[src/rtl/ras_ckpt.sv]
// Return address stack for fetch with checkpoint slots, so that the stack can be
// rolled back to the state a predicted branch saw when that branch mispredicts.
module ras_ckpt #(
  parameter int DEPTH    = 8,
  parameter int XLEN     = 32,
  parameter int NUM_CKPT = 4,
  parameter int PC_INC   = 4,
  localparam int AW      = $clog2(DEPTH),
  localparam int CNTW    = AW + 1,
  localparam int CW      = (NUM_CKPT > 1) ? $clog2(NUM_CKPT) : 1
) (
  input  logic                clock,
  input  logic                reset,
  input  logic                push_en,
  input  logic [XLEN-1:0]     push_pc,
  input  logic                pop_en,
  input  logic                ckpt_req,
  output logic                ckpt_gnt,
  output logic [CW-1:0]       ckpt_id,
  input  logic                restore_en,
  input  logic [CW-1:0]       restore_id,
  input  logic [NUM_CKPT-1:0] release_mask,
  output logic [XLEN-1:0]     top_pc,
  output logic                valid_out,
  output logic [CNTW-1:0]     count_out,
  output logic                ckpt_avail
);

  localparam logic [CNTW-1:0] FULL = CNTW'(DEPTH);
  localparam logic [XLEN-1:0] INC  = XLEN'(PC_INC);

  logic [XLEN-1:0]     stack_q [DEPTH];
  logic [AW-1:0]       tail_q, tail_d;
  logic [CNTW-1:0]     count_q, count_d;
  logic [NUM_CKPT-1:0] busy_q, busy_d;
  logic [AW-1:0]       sv_tail_q  [NUM_CKPT];
  logic [CNTW-1:0]     sv_count_q [NUM_CKPT];
  logic [XLEN-1:0]     sv_top_q   [NUM_CKPT];

  logic                wr_en;
  logic [AW-1:0]       wr_idx;
  logic [XLEN-1:0]     wr_data;
  logic [AW-1:0]       top_idx;
  logic [XLEN-1:0]     push_addr;
  logic [CW-1:0]       free_id;
  logic                not_empty;

  assign top_idx    = tail_q - 1'b1;
  assign push_addr  = push_pc + INC;
  assign not_empty  = (count_q != '0);

  assign top_pc     = stack_q[top_idx];
  assign valid_out  = not_empty;
  assign count_out  = count_q;
  assign ckpt_avail = ~&busy_q;

  // Lowest-index free slot; only meaningful while ckpt_avail is high.
  always_comb begin
    free_id = '0;
    for (int i = NUM_CKPT - 1; i >= 0; i--) begin
      if (!busy_q[i]) free_id = CW'(i);
    end
  end

  assign ckpt_gnt = ckpt_req & ckpt_avail & ~restore_en;
  assign ckpt_id  = free_id;

  always_comb begin
    tail_d  = tail_q;
    count_d = count_q;
    wr_en   = 1'b0;
    wr_idx  = tail_q;
    wr_data = push_addr;
    if (restore_en) begin
      tail_d  = sv_tail_q[restore_id];
      count_d = sv_count_q[restore_id];
      // Wrong-path push+pop may have clobbered the saved top entry; put it back.
      if (sv_count_q[restore_id] != '0) begin
        wr_en   = 1'b1;
        wr_idx  = sv_tail_q[restore_id] - 1'b1;
        wr_data = sv_top_q[restore_id];
      end
    end else if (push_en && pop_en && not_empty) begin
      wr_en  = 1'b1;
      wr_idx = top_idx;
    end else if (push_en) begin
      wr_en  = 1'b1;
      tail_d = tail_q + 1'b1;
      if (count_q != FULL) count_d = count_q + 1'b1;
    end else if (pop_en && not_empty) begin
      tail_d  = tail_q - 1'b1;
      count_d = count_q - 1'b1;
    end
  end

  // Grant is applied last so a same-cycle grant beats a release of that slot.
  always_comb begin
    busy_d = busy_q & ~release_mask;
    if (restore_en) busy_d[restore_id] = 1'b0;
    if (ckpt_gnt)   busy_d[free_id]    = 1'b1;
  end

  always_ff @(posedge clock) begin
    if (reset) begin
      stack_q    <= '{default: '0};
      tail_q     <= '0;
      count_q    <= '0;
      busy_q     <= '0;
      sv_tail_q  <= '{default: '0};
      sv_count_q <= '{default: '0};
      sv_top_q   <= '{default: '0};
    end else begin
      if (wr_en) stack_q[wr_idx] <= wr_data;
      tail_q  <= tail_d;
      count_q <= count_d;
      busy_q  <= busy_d;
      if (ckpt_gnt) begin
        sv_tail_q[free_id]  <= tail_q;
        sv_count_q[free_id] <= count_q;
        sv_top_q[free_id]   <= stack_q[top_idx];
      end
    end
  end

endmodule

[config.mk]
export PLATFORM = sky130hd
export DESIGN_NAME = ras_ckpt
export DESIGN_NICKNAME = d
export VERILOG_FILES = /design/src/rtl/ras_ckpt.sv
export SDC_FILE = /design/constraint.sdc
export NUM_CORES = 1
export LEC_CHECK = 0
export CAP_MARGIN = 20
export CORE_MARGIN = 1
export CORE_UTILIZATION = 25
export CTS_CLUSTER_DIAMETER = 50
export DETAILED_ROUTE_END_ITERATION = 10
export PLACE_DENSITY = 0.49
export SLEW_MARGIN = 0
export SYNTH_ARGS = -nofsm -noshare
export SYNTH_HDL_FRONTEND = slang
export SYNTH_SLANG_ARGS = --single-unit
[constraint.sdc]
create_clock -name clock -period 7.3 [get_ports clock]
set_input_delay 1.46 -clock clock [delete_from_list [all_inputs] [get_ports clock]]
set_output_delay 1.46 -clock clock [all_outputs]
set_load 0.1 [all_outputs]
Word-level counts from Yosys, hierarchy flattened:

Cells that the tools add are included.

* bits in registers: 423
* output and inout bits: 41
* word-level logic and storage cells: 120

* add/subtract/negate cells: 6
* order comparisons: 10
* equal/unequal tests: 3
* muxes and demuxes: 52
* bitwise logic cells: 12
* reduce and logical (&&, ||, !) cells: 14

Operators with widths (number)
* $bwmux 256: 1
* $mux 32: 8
* $bwmux 128: 1
* $bmux 32 s3: 1
* $demux 32 s3: 1
* $bmux 32 s2: 1
* $demux 32 s2: 1
* $mux 4: 10
* $add 32x3->32 const B: 1
* $mux 3: 10
* $bwmux 16: 1
* $bwmux 12: 1
* $and 4x4->4: 2
* $bmux 4 s2: 1
* $demux 4 s2: 1
* $ge 4x4->1 const B: 2
* $mux 2: 4
* $not 3->4: 2
* $not 4->4: 2
* $reduce_bool 4->1: 2
* $logic_and 1x1->1: 7
* $bmux 3 s2: 1
* $demux 3 s2: 1
* $ge 3x3->1 const B: 2
* other kinds (22): 33

Longest topological paths before layout:

* depth in word-level cells: 13
* depth in mapped cells: 13

Worst setup path after synthesis:

Ideal clock, no wire load.

* path type: in2reg
* start point: input port restore_id[0]
* end point: register stack_q[145] in the netlist's numbering
* data arrival time: 4472 ps
* data required time: 7177 ps
* setup slack: 2704 ps
* cell stages on the path: 13
* path buffers: 5
* cell sequence: buf_6 > buf_2 > buf_1 > mux4_2 > inv_1 > ha_1 > xnor2_1 > a211oi_4 > a21oi_2 > a32o_1 > buf_2 > buf_4 > mux2_1

* cells in the longest elaborated chain, start to end: 13
* elaborated cells on any way between the ends: 25

Ends and longest elaborated chain
* from (decl): line 21 `input logic [CW-1:0] restore_id,`
* $not 2->3 (not written as such) *: line 78, 80, 81
* $bmux 3 s2 or $bmux 4 s2 (tied branches): line 80, 78
* $mux 3 (not written as such) or $mux 4 (tied branches) (2 in a row): line 80, 78
* $sub 3x1->3 or $reduce_bool 4->1 (tied branches): line 80, 78
* $mux 3: line 78 `if (sv_count_q[restore_id] != '0) begin`
* $mux 3: line 74 `if (restore_en) begin`
* $not 3->4 (not written as such): line 113 `if (wr_en) stack_q[wr_idx] <= wr_data;`
* $ge 4x4->1 (not written as such) or $lt 4x1->1 (tied branches): line 113
* $logic_and 1x1->1 (not written as such): line 113
* $mux 32 (not written as such): line 113
* $demux 32 s3: line 113
* $bwmux 256: line 113
* to (signal, indexed assignment): line 113
* to (decl): line 32 `logic [XLEN-1:0] stack_q [DEPTH];`

Every way passes the cells marked *; elsewhere a longest branch is shown, timed or not. The select of a mux whose other input is x is not followed.
A chain may end at the register's enable or synchronous reset.

Worst setup path in the final report:

* start point: register tail_q[0]
* end point: output port top_pc[21]

* cells in the longest elaborated chain, start to end: 5

Ends and longest elaborated chain
* from (decl): line 33 `logic [AW-1:0] tail_q, tail_d;`
* from (signal assigned): line 114 `tail_q <= tail_d;`
* $sub 3x1->3: line 48 `assign top_idx = tail_q - 1'b1;`
* $not 3->4 (not written as such): line 52 `assign top_pc = stack_q[top_idx];`
* $bmux 32 s3: line 52
* $mux 32 (not written as such) (2 in a row): line 52
* to (decl): line 23 `output logic [XLEN-1:0] top_pc,`

No other way between the ends. The select of a mux whose other input is x is not followed.

==> metrics.md <==
| Metric | Value |
|---|---|
| Kind of critical path | `flop to output port` |
| Worst EP required | `5840 ps` |
| Pleak | `0.00894 uW` |
| CP Launch Type | `flop` |
| Synth Area in Simple Gates | `0.147` |
| Drt first pass iters | `5` |
| Int Pwr | `4100 uW` |
| Initial Utilization | `0.253` |
| Share of cells above drive strength 1 | `0.217` |
| Largest family of logic cells by synthesized area | `multiplexers` |
| XOR/XNOR Fraction of Synth Area | `0.0153` |
| Net Switching | `1400 uW` |
| Hold violation count in the final report | `0` |
| Syn nets | `1,911` |
| CTS Sinks | `423` |
| Slowest CP cell | `clkdlybuf4s50_1` |
| Worst skew pair latency | `590 ps` |
| Syn Inst Count | `1,860` |
| CP max stage delay | `1020 ps` |
| Final WL | `54,900 um` |
| Hold Path Sink | `sv_count_q[10]$_SDFFE_PP0P_` |
| Reg2reg setup slack | `3200 ps` |
| Die W | `285 um` |
| Crit path buffers/inverters | `4` |
| Post-Layout Cell Count | `2,949` |
| Crit path max fanout | `47` |
| Commonest cells in the netlist | `423 x dfxtp_1, 204 x nor2b_1, 185 x nor2_1` |
| Worst vdd ir | `137 uV` |
| Worst R2R Start | `tail_q[0]$_SDFFE_PP0P_` |
| Most frequent CP cell | `inv_1` |
| Cell variety after synth | `56` |
| Hpwl dp | `34,100 um` |
| Worst R2R End | `stack_q[89]$_SDFFE_PP0P_` |
| Area grow syn2layout | `16.9%` |
| Top achievable clock speed | `158 MHz` |
| CP startpoint | `tail_q[0]$_SDFFE_PP0P_` |
| Synth Flop Type | `dfxtp_1` |
| Final setup vio count | `0` |
| Endpoint kind of the worst setup timing path | `output port` |
| Mapped Area | `0.0201 sq mm` |
| Post-CTS Hold Buffers | `0` |
| Yosys warns | `0` |
| Std-Cell Rows | `103` |
| Sequential area share after synthesis | `0.422` |
| RePlAce Congestion | `0.768` |
| PostCTS Resize Cnt | `0` |
| Measured slew at the worst slew-check pin | `1130 ps` |
| Final setup skew | `15.8 ps` |
| Tot Pwr | `5500 uW` |
| Nets | `1,913` |
| GRT Total Usage | `0.134` |
| Post-Synth Adder-Cell Area | `0.00474` |
| CORE AREA | `0.0791 sq mm` |
| Post-synth ARST share | `0` |
| Post-CTS Setup Bufs | `0` |
| Clock buffer depth | `3` |
| Slew headroom | `0.243` |
| Fillers | `8,065` |
| Initial antenna violation count | `2` |
| Total CTS buffers | `48` |
| Most numerous cell in the Yosys netlist | `dfxtp_1` |
| Detail-routed via count per cell | `4.68` |
| Seq pwr share | `0.438` |
| Placed insts | `2,861` |
| IO Port Bufs | `84` |
| Reg2reg path depth | `8` |
| Worst endpoint data arrival time | `4860 ps` |
| Mapped Avg Cell Area | `10.8 sq um` |
| Clock power share | `0.454` |
| Hold/Removal Path Class | `flop to flop` |
| Clock Pin Slew Worst Setup and Hold Paths | `60 ps` |
| Drt wl/cell | `18.6 um` |
| Die area | `0.0814 sq mm` |
| Die height | `285 um` |
| H-tree depth | `2` |
| Status | `finished, final reports clean` |
| Sw Share | `0.255` |
| Via count | `13,804` |
| Synth top area share | `0.422` |
| Multi-input logic area | `0.0108 sq mm` |
| CP Cell Sequence | `inv_1 > ha_4 > buf_4 > mux4_2 > mux2i_1 > inv_1 > clkdlybuf4s50_1` |
| Dominant cell type by area after synthesis | `dfxtp_1` |
| Inserted Diodes | `0` |
| Mux cell area share after synthesis | `0.279` |
| Pwr dens | `234 mW/mm^2` |
| Final min period | `6320 ps` |
| Pins Over Slew Limit | `0` |
| Synth area leaders | `dfxtp_1 42%, mux4_2 12%, mux2_2 9.2%` |
| Antenna viol nets, final | `0` |
| Worst Hold Depth | `2` |
| TritonCTS clock tree | `done` |
| Part of the cycle the worst path needs | `0.866` |
| Min-delay src | `sv_count_q[10]$_SDFFE_PP0P_` |
| Compound-gate portion of the synthesized area | `0.0873` |
| Drt drc | `0` |
| Max_cap viols | `0` |
| Root Driver | `clkbuf_16` |
| RSZ-0062 raised after global routing | `false` |
| Iter 0 DRT Violations | `704` |
| FF+latch count, synth | `423` |
| Grt total ovfl | `0` |
| First-pass GRT wire length | `85,400 um` |
| IO Pins | `85` |
| EDFF count, synth | `0` |
| Largest net degree at the start of global routing | `156` |
| Vias in the first global route | `14,103` |
| Sequential cell area | `0.00847 sq mm` |
| Delay-heaviest family, CP | `buffers and inverters` |
| Setup TNS | `0 ps` |
| Comb pwr share | `0.108` |
## how the worst max path moves through the flow
stage                                endpoint  slack, ps  depth (start not counted)
floorplan           stack_q[145]$_SDFFE_PP0P_       2700                         13
global placement                   top_pc[25]       1470                          7
detailed placement                 top_pc[25]       1470                          7
CTS                                top_pc[25]        820                          7
global route                       top_pc[21]        670                          7
finish                             top_pc[21]        980                          7
## registers in the layout, indices dropped and copies added (netlist names)
signal and cells:
count_out 4, tail_q 3, sv_top_q 128, stack_q 256
sv_count_q 16, busy_q 4, sv_tail_q 12
## stage by stage
step / cell area [sq um] / util / worst slack [ps] / hold WS, ps
final: 23500 / 0.296 / 981 / 450
after global routing: 23500 / 0.296 / 668 / 477
after CTS: 23400 / 0.296 / 817 / 454
after detailed placement: 21800 / 0.275 / 1470 / 447
after global placement: 21800 / 0.275 / 1470 / 439
after floorplan: 20100 / - / 2700 / 433
## worst reg2reg max path, cell delays in order (launching register included)
cell and delay [ps]:
dfxtp_4 790, inv_1 250, ha_4 890, and3_1 270, o32ai_1 130, nor3_2 320
nand2_2 550, buf_4 450, mux2_1 340
## per-layer routing
| metal | global-route usage | share of wire |
|---|---|---|
| met5 | 0 | 0.00046 |
| met4 | 0.0422 | 0.024 |
| met3 | 0.0230 | 0.043 |
| met2 | 0.223 | 0.48 |
| met1 | 0.177 | 0.46 |
## cells in the final DEF, fill, tap and decap left out, drive strengths merged, types with 3 or more instances in the layout
cell type,Yosys,final
inv,41,44
dfxtp,423,423
nand2,63,63
nor2,185,185
mux4,103,103
or3,5,5
clkdlybuf4s50,0,81
clkbuf,98,69
a211o,5,5
xnor2,17,17
nor4,6,6
and3,11,11
mux2,202,202
a211oi,152,152
nand2b,58,58
xor2,18,18
mux2i,100,100
nand3b,3,3
ha,6,6
nor2b,204,204
buf,60,29
nand3,14,14
nand4,10,10
clkinv,1,10
a21oi,33,33
o21ai,5,5
nor3,6,6
bufinv,0,5
## area by class of cell
| cell class | count | share of cell area |
|---|---|---|
| Clock inverter | 18 | 0.0107 |
| Clock buffer | 69 | 0.0589 |
| Sequential cell | 423 | 0.361 |
| Timing Repair Buffer | 110 | 0.0471 |
| Tap cell | 1050 | 0.0560 |
| Inverter | 42 | 0.00672 |
| Multi-Input combinational cell | 1237 | 0.459 |
## logic make-up (layout without fill, tap and decap cells)
kind of cell,after synthesis,in the layout
AO/OA/AOI/OAI,218,218
XOR/XNOR,35,35
adder cells (fa/ha/maj),7,7
buffers and inverters,200,239
flip-flops,423,423
multiplexers,405,405
AND/OR/NAND/NOR,572,572
## power by group through the flow
stage          registers, uW  clock network (uW)  logic, uW
2_1_floorplan           2450                   0        421
3_3_place_gp            2460                   0        586
5_1_grt                 2420                2670        635
4_1_cts                 2410                2570        601
6_report                2410                2500        593
3_5_place_dp            2460                   0        599
Note: power is estimated with default switching activity, not from simulation.
==> edit 1 (same flow settings) <==
The parameter `XLEN` goes from 32 to 16.
--- a/src/rtl/ras_ckpt.sv
+++ b/src/rtl/ras_ckpt.sv
@@ -2,7 +2,7 @@
 // rolled back to the state a predicted branch saw when that branch mispredicts.
 module ras_ckpt #(
   parameter int DEPTH    = 8,
-  parameter int XLEN     = 32,
+  parameter int XLEN     = 16,
   parameter int NUM_CKPT = 4,
   parameter int PC_INC   = 4,
   localparam int AW      = $clog2(DEPTH),
Ports: changed (resized push_pc and top_pc); port bits go from 85 to 53. No check against the original RTL was run, so the function may have changed too.
==> edit 1 against the original RTL <==
Global-route usage decreased by 0.76 points; design area decreased by 44%; setup slack improved by 0.43 ns; fmax increased by 7.2%; synthesized area decreased by 45%; wire length decreased by 48%; synthesized cell count decreased by 43%; sequential cell count decreased by 192; final cell count decreased by 43%; power decreased by 42%; critical path type unchanged; largest cell class unchanged; largest power group unchanged.
==> edit 1: results (changes against the original RTL) <==
stage,metric,value,unit,change
outcome,status,finished clean,,
logic_synthesis,Commonest cells post-synth,"231 x dfxtp_1, 131 x nor2b_1, 100 x nor2_1, 90 x mux2_2, 78 x a211oi_1",,
final_layout,nonclk inv count,25,,-40%
placement,"worst slack, placed",1.77,ns,+0.306 ns
logic_synthesis,Yosys cell types,53,,-5.4%
logic_synthesis,Synth area leaders,"dfxtp_1 42%, mux4_2 11%, mux2_2 9.2%",,
grt,GR Util met2,21.2,%,-1.1 points
power,P_sw,814,uW,-42%
worst_setup_path,R2R depth,6,,-2
placement,IO buf count,52,,-38%
final_layout,post-layout util,30.3,%,+0.67 points
final_layout,FF+latch area,4630,sq um,-45%
placement,post-DP HPWL,18200,um,-47%
power,Peak VDD IR,0.159,mV,+16%
final_layout,#MultiIn Comb,713,,-42%
worst_setup_path,Worst R2R Start,sv_count_q[3]$_SDFFE_PP0P_,,
sta,Final period util,80.7,%,-5.8 points
final_layout,multi-input logic portion of the cell area,45.7,%,-0.21 points
final_layout,share of cells above drive strength 1,21.4,%,-0.25 points
sta,Layout Skew,0.0140,ns,-0.00177 ns
final_layout,non-clk buf share,4.88,%,+0.18 points
logic_synthesis,"Seq/Total Area, Yosys",41.8,%,-0.37 points
power,Pwr Density,243,nW/um^2,+3.5%
final_layout,Seq area share,35.2,%,-0.92 points
grt,met3 usage,1.29,%,-1.0 points
sta,Worst-Margin Slew,1.10,ns,-0.0332 ns
routing,via count,7629,,-45%
routing,max layer used,met4,,
worst_setup_path,worst-path maximum fanout,20,,-57%
final_layout,ClkCell Share,7.91,%,+0.95 points
final_layout,FILL cells,4547,,-44%
placement,DP Cell Count,1620,,-43%
worst_setup_path,crit path capture,top_pc[8],,
clocking,H-tree lvl count,1,,-1
clocking,worst-skew pair later-pin latency,0.54,ns,-0.05 ns
worst_setup_path,R2R Path End,stack_q[93]$_SDFFE_PP0P_,,
final_layout,clkbuf count,36,,-48%
grt,first-pass GRT wire length,44800,um,-48%
grt,met1 usage,17.5,%,-0.25 points
logic_synthesis,Post-Syn Instances,1052,,-43%
final_layout,biggest regs,"stack_q: 128 flops, sv_top_q: 64 flops, sv_count_q: 16 flops",,
clocking,Num CTS Buffers,29,,-40%
grt,initial antenna violation count,0,,-2
[edit 1: changes by cell type in the layout (fill, tap and decap cells not counted), moves of 17 or more]
cell | unedited run | this run
dfxtp_1 | 422 | 230
mux4_2 | 103 | 55
nand2b_1 | 58 | 3
mux2i_1 | 100 | 27
nor2_1 | 183 | 98
inv_1 | 41 | 24
nor2b_1 | 204 | 130
clkbuf_16 | 49 | 29
mux2_2 | 163 | 90
clkdlybuf4s50_1 | 81 | 50
a211oi_1 | 130 | 78
a211oi_2 | 21 | 0
[edit 1: how the worst min path moves through the flow]
stage	start	to	slack (ns)	depth (start not counted)
after floorplan	sv_count_q[4]$_SDFFE_PP0P_	sv_count_q[4]$_SDFFE_PP0P_	0.43	2
after global placement	sv_tail_q[10]$_SDFFE_PP0P_	sv_tail_q[10]$_SDFFE_PP0P_	0.44	2
after detailed placement	sv_count_q[4]$_SDFFE_PP0P_	sv_count_q[4]$_SDFFE_PP0P_	0.44	2
after CTS	sv_count_q[4]$_SDFFE_PP0P_	sv_count_q[4]$_SDFFE_PP0P_	0.45	2
after global routing	sv_count_q[9]$_SDFFE_PP0P_	sv_count_q[9]$_SDFFE_PP0P_	0.48	2
final	sv_count_q[4]$_SDFFE_PP0P_	sv_count_q[4]$_SDFFE_PP0P_	0.45	2
[edit 1: cell families (layout without fill, tap and decap cells)]
kind of cell,count (synthesis),after routing,share of synthesized area [%]
simple gates,344,344,16.2
xor+xnor,19,19,1.51
flops,231,231,41.8
fa+ha+maj,7,7,0.860
compound gates,131,131,8.38
buf+inv,108,147,4.27
mux,212,212,26.9
[edit 1: critical path, delay by kind of cell (launching register included)]
family | cells | cell delay (ns)
adders and majority gates | 1 | 0.79
buffers and inverters | 4 | 1.56
DFF | 1 | 0.47
muxes | 2 | 1.04
==> edit 2 (same settings) <==
Without the edit above. Reset style: asynchronous (`reset`), changed in one clocked block.
--- a/src/rtl/ras_ckpt.sv
+++ b/src/rtl/ras_ckpt.sv
@@ -100,7 +100,7 @@
     if (ckpt_gnt)   busy_d[free_id]    = 1'b1;
   end
 
-  always_ff @(posedge clock) begin
+  always_ff @(posedge clock or posedge reset) begin
     if (reset) begin
       stack_q    <= '{default: '0};
       tail_q     <= '0;
Formal check against the unedited RTL: differs if reset is asserted again (counterexample within 4 cycles, from zero or initial values and one cycle with reset high); with reset held inactive, the same outputs for 4 cycles.
==> edit 2 against the original RTL <==
Sequential cell count did not move; synthesized area fell by 1.5%; setup slack improved by 0.10 ns; fmax rose by 1.7%; design area rose by 1.1%; wire length rose by 1.9%; sequential share of layout area rose by 8.6 points; critical path type unchanged; largest cell class is now flip-flops and latches.
Power is left out: the tool's default activity adds up to more than one toggle a clock period on the data nets, which glitch-free logic cannot reach.
==> edit 2: results (changes against the original RTL) <==
stage,metric,value,unit,change
grt,number of global-route vias before repair,14200,,+0.67%
grt,first-pass GRT wire length,88800,um,+4.0%
worst_setup_path,R2R depth,9,,+1
final_layout,n_diodes,0,,unchanged
placement,post-DP HPWL,35300,um,+3.7%
sta,Layout Skew,0.0315,ns,+0.0157 ns
sta,Worst-Margin Slew,1.05,ns,-0.0843 ns
worst_setup_path,worst-path maximum fanout,34,,-28%
clocking,post-cts sizing count,0,,unchanged
placement,gpl congestion,0.763,,-0.59%
final_layout,biggest regs,"stack_q: 256 flops, sv_top_q: 128 flops, sv_count_q: 16 flops",,
hold_path,Hold EP,stack_q[225]$_DFFE_PP0P_,,
clocking,worst-skew pair later-pin latency,0.62,ns,+0.03 ns
logic_synthesis,Synth Flop Type,dfrtp_1,,
clocking,H-tree lvl count,2,,unchanged
hold_path,hold crit path type,flip-flop to flip-flop,,
outcome,status,finished clean,,
grt,Total GRT Usage,14.2,%,+0.78 points
grt,pin count of the biggest net entering global routing,155,,-0.64%
logic_synthesis,Async SR Flop Fraction,100,%,+100 points
final_layout,share of cells above drive strength 1,23.5,%,+1.8 points
worst_setup_path,R2R Setup Slk,3.13,ns,-0.07 ns
routing,DRT iter0 DRCs,969,,+38%
routing,via/cell ratio,4.85,,+3.5%
grt,initial antenna violation count,1,,-1
worst_setup_path,R2R Path End,stack_q[33]$_DFFE_PP0P_,,
clocking,clk root buf,clkbuf_16,,
clocking,clk slew on worst S/H paths,0.05,ns,
hold_path,hold path cells,2,,unchanged
logic_synthesis,syn_nets,1647,,-14%
placement,IO buf count,84,,unchanged
logic_synthesis,"Seq/Total Area, Yosys",53.6,%,+11 points
routing,1st-pass router iterations,5,,unchanged
clocking,Clock Tree Buf Depth,3,,unchanged
clocking,setup bufs post-CTS,0,,unchanged
clocking,Num CTS Buffers,54,,+13%
logic_synthesis,Synth area leaders,"dfrtp_1 54%, mux4_2 12%, mux2_2 8.7%",,
logic_synthesis,Commonest cells post-synth,"423 x dfrtp_1, 183 x nor2_1, 155 x a21oi_1, 153 x mux2_2, 102 x mux4_2",,
logic_synthesis,Yosys cell types,59,,+5.4%
routing,final WL,55900,um,+1.9%
hold_path,hold_sp,stack_q[225]$_DFFE_PP0P_,,
worst_setup_path,Worst R2R Start,tail_q[0]$_DFFE_PP0P_,,
final_layout,Post-layout nets,1712,,-11%
logic_synthesis,synthesis warning total,0,,unchanged
sta,relative slew slack,30.2,%,+5.9 points
edit 2: how the worst max path moves through the flow:
stage,depth (start not counted),start,to
after detailed placement,4,restore_en,ckpt_gnt
after global routing,6,tail_q[0]$_DFFE_PP0P_,top_pc[16]
after floorplan,1,reset,busy_q[0]$_DFF_PP0_
final,6,tail_q[0]$_DFFE_PP0P_,top_pc[11]
after global placement,4,restore_en,ckpt_gnt
after CTS,6,tail_q[0]$_DFFE_PP0P_,top_pc[16]
edit 2: kinds of logic after synthesis:
group / Yosys count / synth area share, %
compound gates: 314 / 9.83
xor+xnor: 20 / 0.887
fa+ha+maj: 7 / 0.481
buf+inv: 154 / 3.14
flops: 423 / 53.6
mux: 328 / 24.3
simple gates: 350 / 7.82
edit 2: layout make-up:
| type | count | area, sq um |
|---|---|---|
| Clock buffer | 77 | 1540 |
| Clock inverter | 23 | 260 |
| Multi-Input combinational cell | 1019 | 8690 |
| Timing Repair Buffer | 118 | 1150 |
| Sequential cell | 423 | 10600 |
| Inverter | 45 | 173 |
| Fill cell | 7840 | 54100 |
| Tap cell | 1040 | 1300 |
edit 2: through the flow:
| step | instances | util [%] | worst slack (ns) | cell area (sq um) | hold WS [ns] |
|---|---|---|---|---|---|
| 3_3_place_gp | 2644 | 28.1 | 1.59 | 21900 | 0.458 |
| 5_1_grt | 2745 | 30.4 | 0.783 | 23700 | 0.493 |
| 6_report | 2745 | 30.4 | 1.08 | 23700 | 0.474 |
| 2_1_floorplan | 1596 | - | 0.133 | 19800 | 0.445 |
| 3_5_place_dp | 2645 | 28.1 | 1.59 | 21900 | 0.470 |
| 4_1_cts | 2745 | 30.4 | 0.949 | 23700 | 0.483 |
edit 2: critical path, stage by stage, from the launching register on:
cell             delay [ns]
dfrtp_4                0.64
buf_4                  0.50
buf_4                  0.70
mux4_2                 0.58
mux2i_1                0.56
inv_1                  0.11
clkdlybuf4s50_1        1.02
edit 2: per-layer routing:
layer,routed length [um],track usage [%]
met2,26700,23.2
met4,1500,4.47
met3,2460,2.53
met1,25300,19.1
met5,8,0
